### src/rtl/seq_pkg.sv
// rtl/seq_pkg.sv - shared state encoding and default widths for sequence generators/detectors
package seq_pkg;

  localparam int STATE_W = 2;

  typedef enum logic [STATE_W-1:0] {
    IDLE  = 2'b00,
    SHIFT = 2'b01,
    GAP   = 2'b10,
    DONE  = 2'b11
  } seq_state_t;

  localparam int DEF_PAT_W = 4;
  localparam int DEF_CNT_W = 4;
  localparam int DEF_GAP_W = 4;

endpackage

### src/rtl/seq_pattern_gen.sv
// rtl/seq_pattern_gen.sv - serial MSB-first pattern transmitter with repeat count and idle gap
module seq_pattern_gen
  import seq_pkg::*;
#(
  parameter int PAT_W = DEF_PAT_W,
  parameter int CNT_W = DEF_CNT_W,
  parameter int GAP_W = DEF_GAP_W
) (
  input  logic             clock,
  input  logic             reset,
  input  logic             start,
  input  logic             abort,
  input  logic [PAT_W-1:0] pattern,
  input  logic [CNT_W-1:0] repeat_count,
  input  logic [GAP_W-1:0] gap,
  output logic             seq_out,
  output logic             seq_valid,
  output logic             busy,
  output logic             done
);

  localparam int BIT_W = (PAT_W > 1) ? $clog2(PAT_W) : 1;
  localparam logic [BIT_W-1:0] LAST_BIT = BIT_W'(PAT_W - 1);

  seq_state_t       state, state_n;
  logic [PAT_W-1:0] shreg, shreg_n;
  logic [PAT_W-1:0] pat_q, pat_n;
  logic [BIT_W-1:0] bit_cnt, bit_cnt_n;
  logic [CNT_W-1:0] rep_left, rep_left_n, rep_dec;
  logic [GAP_W-1:0] gap_len, gap_len_n;
  logic [GAP_W-1:0] gap_cnt, gap_cnt_n;
  logic             seq_valid_n, busy_n, done_n;

  // The shift register is cleared outside SHIFT, so its MSB is the serial output directly.
  assign seq_out = shreg[PAT_W-1];
  assign rep_dec = rep_left - CNT_W'(1);

  always_ff @(posedge clock or posedge reset) begin
    if (reset) begin
      state     <= IDLE;
      shreg     <= '0;
      pat_q     <= '0;
      bit_cnt   <= '0;
      rep_left  <= '0;
      gap_len   <= '0;
      gap_cnt   <= '0;
      seq_valid <= 1'b0;
      busy      <= 1'b0;
      done      <= 1'b0;
    end else begin
      state     <= state_n;
      shreg     <= shreg_n;
      pat_q     <= pat_n;
      bit_cnt   <= bit_cnt_n;
      rep_left  <= rep_left_n;
      gap_len   <= gap_len_n;
      gap_cnt   <= gap_cnt_n;
      seq_valid <= seq_valid_n;
      busy      <= busy_n;
      done      <= done_n;
    end
  end

  always_comb begin
    state_n     = state;
    shreg_n     = shreg;
    pat_n       = pat_q;
    bit_cnt_n   = bit_cnt;
    rep_left_n  = rep_left;
    gap_len_n   = gap_len;
    gap_cnt_n   = gap_cnt;
    seq_valid_n = 1'b0;
    busy_n      = 1'b0;
    done_n      = 1'b0;

    case (state)
      IDLE: begin
        if (start) begin
          state_n     = SHIFT;
          shreg_n     = pattern;
          pat_n       = pattern;
          bit_cnt_n   = '0;
          rep_left_n  = (repeat_count == '0) ? CNT_W'(1) : repeat_count;
          gap_len_n   = gap;
          seq_valid_n = 1'b1;
          busy_n      = 1'b1;
        end
      end

      SHIFT: begin
        busy_n = 1'b1;
        if (bit_cnt == LAST_BIT) begin
          rep_left_n = rep_dec;
          bit_cnt_n  = '0;
          if (rep_dec == '0) begin
            state_n = DONE;
            shreg_n = '0;
            done_n  = 1'b1;
          end else if (gap_len == '0) begin
            shreg_n     = pat_q;
            seq_valid_n = 1'b1;
          end else begin
            state_n   = GAP;
            shreg_n   = '0;
            gap_cnt_n = gap_len;
          end
        end else begin
          shreg_n     = {shreg[PAT_W-2:0], 1'b0};
          bit_cnt_n   = bit_cnt + BIT_W'(1);
          seq_valid_n = 1'b1;
        end
      end

      GAP: begin
        busy_n    = 1'b1;
        gap_cnt_n = gap_cnt - GAP_W'(1);
        if (gap_cnt == GAP_W'(1)) begin
          state_n     = SHIFT;
          shreg_n     = pat_q;
          bit_cnt_n   = '0;
          seq_valid_n = 1'b1;
        end
      end

      DONE: begin
        state_n = IDLE;
      end
    endcase

    // Abort wins over everything, including a start seen in IDLE.
    if (abort) begin
      state_n     = IDLE;
      shreg_n     = '0;
      pat_n       = '0;
      bit_cnt_n   = '0;
      rep_left_n  = '0;
      gap_len_n   = '0;
      gap_cnt_n   = '0;
      seq_valid_n = 1'b0;
      busy_n      = 1'b0;
      done_n      = 1'b0;
    end
  end

endmodule

### config.mk
export PLATFORM = sky130hd
export DESIGN_NAME = seq_pattern_gen
export DESIGN_NICKNAME = d
export VERILOG_FILES = /design/src/rtl/seq_pkg.sv /design/src/rtl/seq_pattern_gen.sv
export SDC_FILE = /design/constraint.sdc
export NUM_CORES = 1
export LEC_CHECK = 0
export ABC_CLOCK_PERIOD_IN_PS = 3200
export CAP_MARGIN = 5
export CORE_MARGIN = 2
export CORE_UTILIZATION = 40
export CTS_CLUSTER_DIAMETER = 80
export DETAILED_ROUTE_END_ITERATION = 7
export PLACE_DENSITY_LB_ADDON = 0.12
export SYNTH_ARGS = -nofsm -noshare
export SYNTH_HDL_FRONTEND = slang
export SYNTH_SLANG_ARGS = --single-unit
### constraint.sdc
create_clock -name clock -period 3.2 [get_ports clock]
set_input_delay 0.64 -clock clock [delete_from_list [all_inputs] [get_ports clock]]
set_output_delay 0.64 -clock clock [all_outputs]
set_load 0.1 [all_outputs]
Word-level counts from Yosys, hierarchy flattened
Cells that the tools add are included.

Flip-flop bits (word level): 27. Bits in latches: 0. Bits in writable memories: 0. Bits in read-only memories: 0. Input port bits: 16. Output and inout port bits: 4. Word-level logic and storage cells: 86. Memories: 0.

$add $sub $neg: 3. Multipliers: 0. Divide/modulo/power cells: 0. Magnitude comparators: 0. Eq/ne operators: 11. Shift-type cells: 0. Muxes and demuxes: 47. Bitwise gates (word level): 0. Reductions and logical operators: 15.

Operators by type and width (number): $mux W4 (19); $mux W2 (10); $pmux W4 S2 (2); $ne A3 B3 Y1 const B (5); $logic_not A4 Y1 (3); $pmux W4 S3 (1); $mux W1 (11); $pmux W2 S4 (1); $reduce_and A4 Y1 (2); $sub A4 B1 Y4 const B (2); $eq A2 B2 Y1 const B (3); $pmux W2 S3 (1); $reduce_and A3 Y1 (2); $reduce_bool A3 Y1 (2); $eq A4 B1 Y1 const B (1); $ne A4 B4 Y1 const B (1); $reduce_bool A2 Y1 (2); $reduce_bool A4 Y1 (1); $pmux W1 S3 (1); $add A2 B1 Y2 const B (1); $eq A2 B1 Y1 const B (1); $logic_not A2 Y1 (1); $pmux W1 S2 (1); $reduce_and A2 Y1 (1); $reduce_or A2 Y1 (1).

Longest topological paths before layout
Depth in word-level cells: 6. Mapped depth: 8. Gate-level depth less buffers: 8.

Worst setup path after synthesis
Ideal clock, no wire load.

Path type: reg2reg. From: reg rep_left[0]. To: reg gap_cnt[0]. Setup time: 124 ps. Data arrival time: 1785 ps. Data required time: 3076 ps. Setup slack: 1291 ps. Stages on the path, launching flop included: 9. Buffers on the path: 0. Clock period less this slack: 1909 ps. Cell sequence: dfrtp_1 -> inv_1 -> ha_1 -> or2_2 -> o21ai_1 -> a21o_1 -> o21a_4 -> nor3_1 -> a211o_2.

Word-level cells in the longest chain between the ends: 4.

Ends and longest elaborated chain: start: declaration (line seq_pattern_gen.sv:29) `logic [CNT_W-1:0] rep_left, rep_left_n, rep_dec;`; start signal: assignment (line seq_pattern_gen.sv:55) `rep_left <= rep_left_n;`; $sub A4 B1 Y4 (line seq_pattern_gen.sv:36) `assign rep_dec = rep_left - CNT_W'(1);`; $logic_not A4 Y1 (line seq_pattern_gen.sv:95) `if (rep_dec == '0) begin`; $ne A3 B3 Y1 (no source line); $reduce_and A4 Y1 (no source line); end signal: assignment (line seq_pattern_gen.sv:57) `gap_cnt <= gap_cnt_n;`; end: declaration (line seq_pattern_gen.sv:31) `logic [GAP_W-1:0] gap_cnt, gap_cnt_n;`.

Every way passes these cells. A chain may end at the register's enable or synchronous reset.

Worst setup path after layout
From: reg state[1]. To: reg rep_left[0].

Word-level cells in the longest chain between the ends: 3. Elaborated cells between the ends (all ways): 8. Those cells by class: eq/ne (3); mux (2); reduce/logical (3).

Ends and longest elaborated chain: start: declaration (line seq_pattern_gen.sv:25) `seq_state_t state, state_n;`; start signal: assignment (line seq_pattern_gen.sv:51) `state <= state_n;`; $eq A2 B1 Y1 or $logic_not A2 Y1 (tied branches) (line seq_pattern_gen.sv:76) `case (state)`; $ne A3 B3 Y1 (no source line) (tied with other cells); $reduce_and A3 Y1 (no source line) or $mux W4 (tied branches).

Parallel ways exist; a longest one is shown, timed or not.

==> metrics.md <==
| Metric | Value |
|---|---|
| Later-pin clock latency in the skew report | about 0.27 ns |
| Number of sinks handled by clock tree synthesis | 27 |
| CP cell instances | inv_1 -> ha_1 -> nor2b_1 -> nor2_1 -> a21oi_1 -> nor2_1 -> o31ai_1 -> o21ai_0 |
| Actual slew at the worst max-slew pin | around 0.57 ns |
| Most used cell, CP | sky130_fd_sc_hd__nor2_1 |
| Global router's overall resource usage | between 10% and 20% |
| Worst path arrival time | about 2.5 ns |
| Count of state elements after synthesis | 27 |
| Critical path's top delay family | simple AND/OR/NAND/NOR gates |
| DIE AREA | approximately 4600 um^2 |
| Number of synthesis warnings | 0 |
| Iter 0 DRT Violations | slightly above 60 |
| Hold Crit Class | flop to flop |
| Number of buffers added to fix hold violations after cts | 0 |
| Slowest Stage Delay on Critical Path | 0.44 ns |
| Post-CTS setup buffers | 0 |
| Crit path buf inv count | 1 |
| Cell variety after synth | 39 |
| Most frequent cells in the layout | sky130_fd_sc_hd__nand2_1 (37), sky130_fd_sc_hd__dfrtp_1 (27), sky130_fd_sc_hd__nor2_1 (18), sky130_fd_sc_hd__a21oi_1 (17), sky130_fd_sc_hd__o21ai_0 (16) |
| N_diodes | 0 |
| Clock Skews | 0.00558 ns |
| Number of nets with antenna violations after routing | 0 |
| Slew Limit Headroom | between 60% and 70% |
| Die Width | 67.8 um |
| Detailed placer's ending HPWL | around 2900 um |
| Data required time at the worst endpoint | between 3 and 4 ns |
| Number of cells produced by synthesis | 196 |
| Number of vias per cell | roughly 5.4 |
| Placed instance count | approximately 260 |
| Worst-case vdd ir drop | approximately 270 uV |
| Area of placed instances | roughly 1900 um^2 |
| Top cell type by total area after synthesis | sky130_fd_sc_hd__dfrtp_1 |
| Kind of launch point of the worst setup path | flop |
| GRT Residual Overflow | 0 |
| Clock root buffer master | sky130_fd_sc_hd__clkbuf_8 |
| Initial antenna violation count | 0 |
| Detailed-route via count | 1,438 |
| Leakage | 0.839 nW |
| Max-cap check violation count | 0 |
| Die extent in y | slightly below 70 um |
| Largest net degree at the start of global routing | 29 |
| Clock tree from TritonCTS | built |
| Type of the worst setup path | flop to flop |
| Final count of pins violating max slew | 0 |
| Area growth from synthesis to layout | 17.3% |
| Final setup TNS | 0 ns |
| Gates resized, CTS repair | 0 |
| Smallest setup slack after layout | approximately 0.86 ns |
| Boundary Pins | 20 |
| Power density of the placed cells | just under 800 nW/um^2 |
| Routed length per placed instance | 14.5 um |
| Leading cell types by total area after synthesis | sky130_fd_sc_hd__dfrtp_1 (42%), sky130_fd_sc_hd__nand2_1 (8.5%), sky130_fd_sc_hd__ha_1 (6.9%) |
| Netlist Area Pre-Place | 1630 um^2 |
| Outcome | completed |
| Number of nets in the layout | ~240 |
| Setup slack after placement | 0.837 ns |
| Async set-reset flop share out of synthesis | 100% |
| H-tree lvl count | 1 |
| Average size of a mapped cell | just over 8 um^2 |
| Final cell count without fillers | approximately 270 |
| Placeable Area | 3970 um^2 |
| # rows | 23 |
| Total nets after synthesis | ~220 |
| Maximum clock rate | 0.428 GHz |
| Final wirelength | 3840 um |
| Hold Vio Cnt, Final | 0 |
| Clock-pin slew reported for the worst setup and hold paths after clock tree synthesis | around 0.1 ns |
| First-pass detailed-route iteration total | 4 |
| Final Instance Area | roughly 1900 um^2 |
| Number of buffers created by CTS | 3 |
| Sequential-to-total area share from yosys stat | 41.5% |
| Max clock buf depth | 2 |
| Number of failing setup endpoints in the final timing report | 0 |
| Cell with the biggest individual delay on the critical path | sky130_fd_sc_hd__ha_1 |
| Initial Util | around 40% |
| Leading cell type in the layout, fill and taps excluded | sky130_fd_sc_hd__nand2_1 |
| Proportion of netlist area held by the largest area contributor | 41.5% |
| RSZ-0062 raised after global routing | false |
| Layout cell share with drive strength beyond 1 | a little under a tenth |
| Input/output buffers | 19 |
| Biggest fanout along the worst timing path | 14 |
| Worst setup EP type | flop |
| Post-layout minimum cycle time | between 2 and 2.5 ns |
| Post-synth EDFFs | 0 |
| Main flop type after synthesis | sky130_fd_sc_hd__dfrtp_1 |
| Residual DRC count | 0 |
| Wire length of the first global-routing pass | about 6500 um |
| Routability congestion estimate | 0.879 |
| Hold_ws | approximately 0.5 ns |
| Vias in the first global route | 1,420 |
| Part of the cycle the worst path needs | around 73% |
==> tightest hold or removal path, delay by kind of cell, from the launching register on <==
family           cells  cell delay [ns]
AND/OR/NAND/NOR      1             0.05
flip-flops           1             0.36
AO/OA/AOI/OAI        1             0.06
==> metal layers <==
| layer | wire length (um) | share of wire, % | GRT usage [%] |
|---|---|---|---|
| met1 | 1780 | 46 | 24.3 |
| met2 | 1870 | 49 | 32.8 |
| met3 | 159 | 4.1 | 2.67 |
| met4 | 25 | 0.65 | 5.25 |
| met5 | 0 | 0 | 0 |
==> sequential cells by signal (all words and copies together), names as in the netlist <==
register	cells
state	2
seq_valid	1
pat_q	4
bit_cnt	2
busy	1
gap_cnt	4
rep_left	4
shreg	4
done	1
gap_len	4
==> final timing paths <==
check	start	end	slack [ns]	cells after the start
hold reg to reg	bit_cnt[1]	bit_cnt[1]	0.50	2
setup reg to reg	state[1]	rep_left[0]	0.86	8
min in group asynchronous	reset	rep_left[2]	0.72	3
max in group asynchronous	reset	shreg[0]	2.22	3
hold / removal	bit_cnt[1]	bit_cnt[1]	0.50	2
setup / recovery	state[1]	rep_left[0]	0.86	8
==> power by group <==
group	switching [W]	internal [W]
Clock	0.000110	0.0000872
Combinational	0.000482	0.000267
Sequential	0.0000917	0.000436
==> synth_stat cells (2+ instances only) <==
cell type / number
sky130_fd_sc_hd__a21oi_1: 17
sky130_fd_sc_hd__a22oi_1: 5
sky130_fd_sc_hd__a311oi_1: 2
sky130_fd_sc_hd__a31oi_1: 3
sky130_fd_sc_hd__buf_1: 2
sky130_fd_sc_hd__clkbuf_1: 4
sky130_fd_sc_hd__dfrtp_1: 27
sky130_fd_sc_hd__ha_1: 9
sky130_fd_sc_hd__inv_1: 13
sky130_fd_sc_hd__nand2_1: 37
sky130_fd_sc_hd__nand2b_1: 2
sky130_fd_sc_hd__nand3_1: 2
sky130_fd_sc_hd__nor2_1: 18
sky130_fd_sc_hd__nor2b_1: 6
sky130_fd_sc_hd__nor3_1: 7
sky130_fd_sc_hd__o21ai_0: 16
sky130_fd_sc_hd__o31ai_1: 3
sky130_fd_sc_hd__or2_2: 2
==> cells by family after synthesis <==
family	synth area share, %
AND/OR/NAND/NOR	25.4
AO/OA/AOI/OAI	21.2
flip-flops	41.5
buffers and inverters	4.38
adder cells (fa/ha/maj)	6.92
multiplexers	0.615
==> area by class of cell <==
class                           count  area (um^2)
Clock buffer                        3         41.3
Clock inverter                      1         5.00
Fill cell                         399         2060
Inverter                           13         48.8
Multi-Input combinational cell    150          881
Sequential cell                    27          676
Tap cell                           50         62.6
Timing Repair Buffer               21          195
==> through the flow <==
stage | total power, W | utilization [%]
after floorplan | 0.00109 | -
after CTS | 0.00148 | 48.1
after global placement | 0.00127 | 46.9
final | 0.00147 | 48.1
after global routing | 0.00161 | 48.1
after detailed placement | 0.00128 | 46.9
Note: power is estimated with default switching activity, not from simulation.
